===== src/rtl/frame_scanout.sv =====
`timescale 1ns/1ps
// 640x480@60 VGA scan-out from a 1-bit double-buffered frame buffer.
// Runs at 2x the pixel clock; the odd phase advances the raster and loads the output registers.
module frame_scanout #(
  parameter logic [23:0] FG_COLOR  = 24'hFFFFFF,
  parameter logic [23:0] BG_COLOR  = 24'h000000,
  parameter int          H_VISIBLE = 640,
  parameter int          H_FRONT   = 16,
  parameter int          H_SYNC    = 96,
  parameter int          H_BACK    = 48,
  parameter int          V_VISIBLE = 480,
  parameter int          V_FRONT   = 10,
  parameter int          V_SYNC    = 2,
  parameter int          V_BACK    = 33
) (
  input  logic       Clk,
  input  logic       Reset_n,
  output logic [9:0] ReadX,
  output logic [9:0] ReadY,
  input  logic       read_data,
  input  logic       swap_req,
  output logic       swap_ack,
  output logic       buf_sel,
  output logic       frame_start,
  output logic [7:0] VGA_R,
  output logic [7:0] VGA_G,
  output logic [7:0] VGA_B,
  output logic       VGA_CLK,
  output logic       VGA_HS,
  output logic       VGA_VS,
  output logic       VGA_BLANK_N,
  output logic       VGA_SYNC_N
);

  localparam logic [9:0] H_VIS        = 10'(H_VISIBLE);
  localparam logic [9:0] H_SWAP       = 10'(H_VISIBLE - 1);
  localparam logic [9:0] H_SYNC_START = 10'(H_VISIBLE + H_FRONT);
  localparam logic [9:0] H_SYNC_END   = 10'(H_VISIBLE + H_FRONT + H_SYNC - 1);
  localparam logic [9:0] H_LAST       = 10'(H_VISIBLE + H_FRONT + H_SYNC + H_BACK - 1);
  localparam logic [9:0] V_VIS        = 10'(V_VISIBLE);
  localparam logic [9:0] V_SWAP       = 10'(V_VISIBLE - 1);
  localparam logic [9:0] V_SYNC_START = 10'(V_VISIBLE + V_FRONT);
  localparam logic [9:0] V_SYNC_END   = 10'(V_VISIBLE + V_FRONT + V_SYNC - 1);
  localparam logic [9:0] V_LAST       = 10'(V_VISIBLE + V_FRONT + V_SYNC + V_BACK - 1);

  logic        ph_q, ph_d;
  logic [9:0]  hc_q, hc_d;
  logic [9:0]  vc_q, vc_d;
  logic        pending_q, pending_d;
  logic        buf_sel_q, buf_sel_d;
  logic        swap_ack_q, swap_ack_d;
  logic        frame_start_q, frame_start_d;
  logic [23:0] rgb_q, rgb_d;
  logic        hs_q, hs_d;
  logic        vs_q, vs_d;
  logic        blank_n_q, blank_n_d;

  logic        adv;
  logic        h_wrap;
  logic        v_wrap;
  logic        visible;
  logic        swap_point;
  logic        do_swap;

  always_ff @(posedge Clk or negedge Reset_n) begin
    if (!Reset_n) begin
      ph_q          <= 1'b0;
      hc_q          <= '0;
      vc_q          <= '0;
      pending_q     <= 1'b0;
      buf_sel_q     <= 1'b0;
      swap_ack_q    <= 1'b0;
      frame_start_q <= 1'b0;
      rgb_q         <= '0;
      hs_q          <= 1'b1;
      vs_q          <= 1'b1;
      blank_n_q     <= 1'b0;
    end else begin
      ph_q          <= ph_d;
      hc_q          <= hc_d;
      vc_q          <= vc_d;
      pending_q     <= pending_d;
      buf_sel_q     <= buf_sel_d;
      swap_ack_q    <= swap_ack_d;
      frame_start_q <= frame_start_d;
      rgb_q         <= rgb_d;
      hs_q          <= hs_d;
      vs_q          <= vs_d;
      blank_n_q     <= blank_n_d;
    end
  end

  always_comb begin
    ph_d    = ~ph_q;
    adv     = ph_q;
    h_wrap  = (hc_q == H_LAST);
    v_wrap  = (vc_q == V_LAST);
    visible = (hc_q < H_VIS) && (vc_q < V_VIS);

    hc_d = hc_q;
    vc_d = vc_q;
    if (adv) begin
      hc_d = h_wrap ? 10'd0 : hc_q + 10'd1;
      if (h_wrap) begin
        vc_d = v_wrap ? 10'd0 : vc_q + 10'd1;
      end
    end

    // The address holds for both phases, so read_data at the odd edge belongs to hc_q.
    ReadX = visible ? hc_q : 10'd0;
    ReadY = visible ? vc_q : 10'd0;

    rgb_d     = rgb_q;
    hs_d      = hs_q;
    vs_d      = vs_q;
    blank_n_d = blank_n_q;
    if (adv) begin
      rgb_d     = visible ? (read_data ? FG_COLOR : BG_COLOR) : 24'h000000;
      blank_n_d = visible;
      hs_d      = ~((hc_q >= H_SYNC_START) && (hc_q <= H_SYNC_END));
      vs_d      = ~((vc_q >= V_SYNC_START) && (vc_q <= V_SYNC_END));
    end

    // Swap only on the last visible pixel, so the displayed buffer never changes mid-picture.
    swap_point    = adv && (hc_q == H_SWAP) && (vc_q == V_SWAP);
    do_swap       = swap_point && (pending_q || swap_req);
    pending_d     = do_swap ? 1'b0 : (pending_q | swap_req);
    buf_sel_d     = buf_sel_q ^ do_swap;
    swap_ack_d    = do_swap;
    frame_start_d = adv && h_wrap && v_wrap;
  end

  assign swap_ack    = swap_ack_q;
  assign buf_sel     = buf_sel_q;
  assign frame_start = frame_start_q;
  assign VGA_R       = rgb_q[23:16];
  assign VGA_G       = rgb_q[15:8];
  assign VGA_B       = rgb_q[7:0];
  assign VGA_CLK     = ph_q;
  assign VGA_HS      = hs_q;
  assign VGA_VS      = vs_q;
  assign VGA_BLANK_N = blank_n_q;
  assign VGA_SYNC_N  = 1'b0;

endmodule


===== config.mk =====
export PLATFORM = sky130hd
export DESIGN_NAME = frame_scanout
export DESIGN_NICKNAME = d
export VERILOG_FILES = /design/src/rtl/frame_scanout.sv
export SDC_FILE = /design/constraint.sdc
export NUM_CORES = 1
export LEC_CHECK = 0
export BUFFER_PORTS_ARGS = -buffer_cell sky130_fd_sc_hd__buf_4
export CORE_AREA = 2 2 66 68
export DETAILED_ROUTE_END_ITERATION = 8
export DIE_AREA = 0 0 68 70
export PLACE_DENSITY = 0.78
export SYNTH_ARGS = -nofsm -noshare
export SYNTH_HDL_FRONTEND = slang
export SYNTH_SLANG_ARGS = --single-unit

===== constraint.sdc =====
create_clock -name Clk -period 1.5 [get_ports Clk]
set_input_delay 0.15 -clock Clk [delete_from_list [all_inputs] [get_ports Clk]]
set_output_delay 0.15 -clock Clk [all_outputs]
set_load 0.05 [all_outputs]

# --- Word level (Yosys, flattened, before mapping) ---
# Cells that the tools add are included.
totals:
  out_inout_bits: 52
  reg_bits: 52
  wordCells: 45
op_classes:
  add_sub_neg: 2
  n_lt_le_gt_ge: 6
  n_mux: 7
  n_eq_ne: 4
  n_reduce_logical: 10
  bitwise_logic: 5
op_table:
  columns: ["cell", "n"]
  rows:
  - ["two-way mux 24 bit", 2]
  - ["two-way mux 10 bit", 4]
  - ["equality test 10 bit, second input constant", 3]
  - ["adder 10 x 1 -> 10 bit, second input constant", 2]
  - ["equality test 10 x 9 -> 1 bit, second input constant", 1]
  - [">= comparator 10 bit, second input constant", 1]
  - [">= comparator 10 x 9 -> 1 bit, second input constant", 1]
  - ["<= comparator 10 bit, second input constant", 1]
  - ["<= comparator 10 x 9 -> 1 bit, second input constant", 1]
  - ["< comparator 10 bit, second input constant", 1]
  - ["< comparator 10 x 9 -> 1 bit, second input constant", 1]
  - ["logical AND 1 bit", 8]
  - ["inverter 1 bit", 3]
  - ["AND reduction 2 bit", 1]
  - ["logical OR 1 bit", 1]
  - ["two-way mux 1 bit", 1]
  - ["bitwise OR 1 bit", 1]
  - ["XOR 1 bit", 1]

# --- Logic depth before layout (Yosys ltp) ---
depth:
  word_depth: 5
  depth_mapped: 6
  mapped_depth_nobuf: 6

# --- Worst setup path after synthesis ---
# No wires, ideal clock.
synth_timing:
  path_kind: "register -> output"
  startpoint: "register vc_q[5]"
  endpoint: "output port ReadX[0]"
  slack_ps: -948
  arrival_time_ps: 2298
  path_stages_with_launch: 4
  n_path_buf: 1
  required_time_ps: 1350
  cell_sequence: "dfrtp_1 -> and4_1 -> buf_2 -> nor4_1"
synth_between:
  elab_chain_len: 3
synth_lines:
  columns: ["element", "line_no", "source"]
  rows:
  - ["from (decl)", "48", "logic [9:0] vc_q, vc_d;"]
  - ["from (signal assigned)", "81", "vc_q <= vc_d;"]
  - ["< comparator 10 x 9 -> 1 bit", "98", "visible = (hc_q < H_VIS) && (vc_q < V_VIS);"]
  - ["logical AND 1 bit", "98", null]
  - ["two-way mux 10 bit", "110", "ReadX = visible ? hc_q : 10'd0;"]
  - ["to (decl)", "18", "output logic [9:0] ReadX,"]
# Every way passes these cells.

# --- Final worst setup path ---
layout_timing:
  startpoint: "register vc_q[7]"
  endpoint: "output port ReadX[3]"
# The elaborated chain is that of the path after synthesis.

==> metrics.yaml <==
status: "finished with violations"
violations: "negative setup slack"
nets: 267
worstPathRequired_ns: 1.35
preCtsSetupSlack_ns: -0.0722
synthDistinctLibCells: 44
viasPerCell: 5.28
path_class: "register to output port"
crit_path_end_kind: "output port"
netlist_area_sq_um: 1790
synth_ff_type: "dfrtp_1"
port_buffers: 53
design.core.area_sq_um: 4140
globalplace.congestion: 0.840
die-height_um: 70
grtUsageTotal_pct: 21.9
min_path_type: "input pin to register"
area_growth_pct: 55.4
setup_viol_count_final: 26
fp-row-count: 24
final_common_cell: "buf_4"
postSynthCellCount: 184
synthTopCellsByArea: "dfrtp_1, buf_4, and2_1, xnor2_1, nand4_1"
p_leak_nw: 1.30
hold_start: "read_data"
cts-buffers-inserted: 5
dpl.hpwl_mm: 3.31
synthArstFlopShare_pct: 100
fin_crit_sh_pct: 115
die_w_um: 68
ys_seq_area_share_pct: 40.7
design.die.area_sq_um: 4760
postPlaceCellArea_sq_um: 2450
io_pins: 56
synth_mux_area_share_pct: 2.31
crit_chain: "and4_4, nor3_4, buf_12, and2_2, buf_6"
avgSynthCellArea_sq_um: 9.72
total_power_mw: 1.74
diodes: 0
clkTransAtPathRegs_ns: 0.06
clkLatencyLatePin_ns: 0.29
post_drt_wl_per_cell_um: 15.1
grt_pass1_vias: 1696
path_max_fanout: 15
root_buffer: "clkbuf_8"
hold_viol_final: 0
critPathTopFamily: "simple AND/OR/NAND/NOR gates"
antenna_found_initial: 0
rsz0062_at_grt: "true"
dp_cells: 296
antenna_left: 0
cts_tree: "done"
reg2reg_from: "vc_q[7]"
synth_edf_count: 0
floorplan.initialDensity_pct: 43.2
crit_start: "vc_q[7]"
final_core_util_pct: 67.1
period_needed_ns: 1.72
grt_overflow: 0
clockBufferDepth: 2
drv_slew: 0
dr.pass1.iters: 4
drcViolationCount: 0
mostFrequentLayoutCells: "buf_4, dfrtp_1, buf_6, buf_8"
grt_max_degree: 30
ys_ff_latch: 29
synth_top_area_share_pct: 37.8
design_area_sq_um: 2780
synth_compound_area_share_pct: 7.90
crit_arrival_ns: 1.57
crit_path_start_kind: "register"
worst_slack_ns: -0.219
synthAdderAreaFrac_pct: 2.80
grt_pass1_wl_mm: 7.87
drive_gt1_share_pct: 57.3
routed_wirelength_mm: 4.72
layout.cells.non_filler: 312
yosys.area_share.simple_pct: 26.4
yosysWarnings: 0
fin_skew_ns: 0.00810
cp_slowest_cell: "dfrtp_1"
dr_total_vias: 1647
timing.fmax_mhz: 582
critPathBufInv: 2
synth_xor_area_share_pct: 4.90
cap_violations: 0
h-tree-depth: 2
synth_top_family_by_area: "simple AND/OR/NAND/NOR gates"
power.density_nw_per_um2: 625
max_stage_delay_ns: 0.39
cts_sinks: 29
synth_top_cell_by_area: "dfrtp_1"
ir_drop_uv: 441
drt_iter0_drc: 57
## final cells by class
class	instances	area, sq um
Multi-Input combinational cell	115	967
Tap cell	52	65.1
Inverter	9	33.8
Clock inverter	1	5.00
Sequential cell	29	731
Timing Repair Buffer	99	882
Fill cell	311	1360
Clock buffer	7	96.3
## cell usage after synthesis (3+ instances only)
master	number
xnor2_1	7
and2_1	14
xor2_1	3
and3_1	3
nor4_1	6
dfrtp_1	27
mux2i_1	3
buf_4	26
nand2_1	7
inv_1	9
o21ai_0	7
a31oi_1	4
nand3_1	9
and4_1	4
nand4_1	9
ha_1	4
buf_2	4
nor2_1	7
## logic make-up after synthesis
group,Yosys count
AO/OA/AOI/OAI,21
XOR/XNOR,10
adder cells (fa/ha/maj),4
buffers and inverters,41
flip-flops,29
multiplexers,4
other,1
AND/OR/NAND/NOR,74
## report_power, final
part	internal (mW)	total [mW]	switching (mW)
sequential	0.785	0.787	0.00170
combinational	0.0528	0.226	0.173
clock	0.414	0.725	0.311
## worst min-delay path: stages
cell,delay [ns]
buf_4,0.08
nand3_1,0.05
o21ai_0,0.07
## sequential cells by signal (all words and copies together) (netlist names)
| signal | count |
|---|---|
| VGA_BLANK_N | 1 |
| VGA_CLK | 1 |
| VGA_HS | 1 |
| VGA_VS | 1 |
| buf_sel | 1 |
| frame_start | 1 |
| hc_q | 10 |
| pending_q | 1 |
| rgb_q | 1 |
| swap_ack | 1 |
| vc_q | 10 |
## worst paths after layout
check	to	slack, ns	depth (start not counted)
worst max-delay path	ReadX[3]	-0.22	5
worst min-delay path	rgb_q[22]	0.11	3
worst max register to register	vc_q[3]	-0.03	6
worst min register to register	buf_sel	0.47	1
max in group asynchronous	VGA_HS	0.84	2
min in group asynchronous	vc_q[4]	0.33	2
## layer usage
layer | GRT usage [%] | vias to the layer above | share of wire [%] | routed length (um)
li1 | - | 765 | - | -
met1 | 27.6 | 801 | 41 | 1950
met2 | 35.8 | 77 | 51 | 2390
met3 | 4.67 | 4 | 7.2 | 340
met4 | 8.67 | 0 | 0.80 | 38
met5 | 0 | - | 0 | 0
## metrics by stage
step           hold slack (ns)  setup TNS [ns]
3_3_place_gp             0.100               0
5_1_grt                  0.126           -5.16
6_report                 0.106           -3.30
3_5_place_dp             0.101         -0.0796
2_1_floorplan           -0.146          -0.826
4_1_cts                  0.105           -3.17
## repair_timing
| item | 4_1_cts | 5_1_grt |
|---|---|---|
| buffers inserted | 4 | 6 |
| endpoints found under the hold margin | 27 | 0 |
| hold buffers | 1 | 0 |
| gates cloned | 0 | 0 |
| gates resized for setup | 38 | 9 |
| endpoints found under the setup margin | 26 | 34 |
| pin swaps | 10 | 11 |
Power figures use the tool's default switching activity.
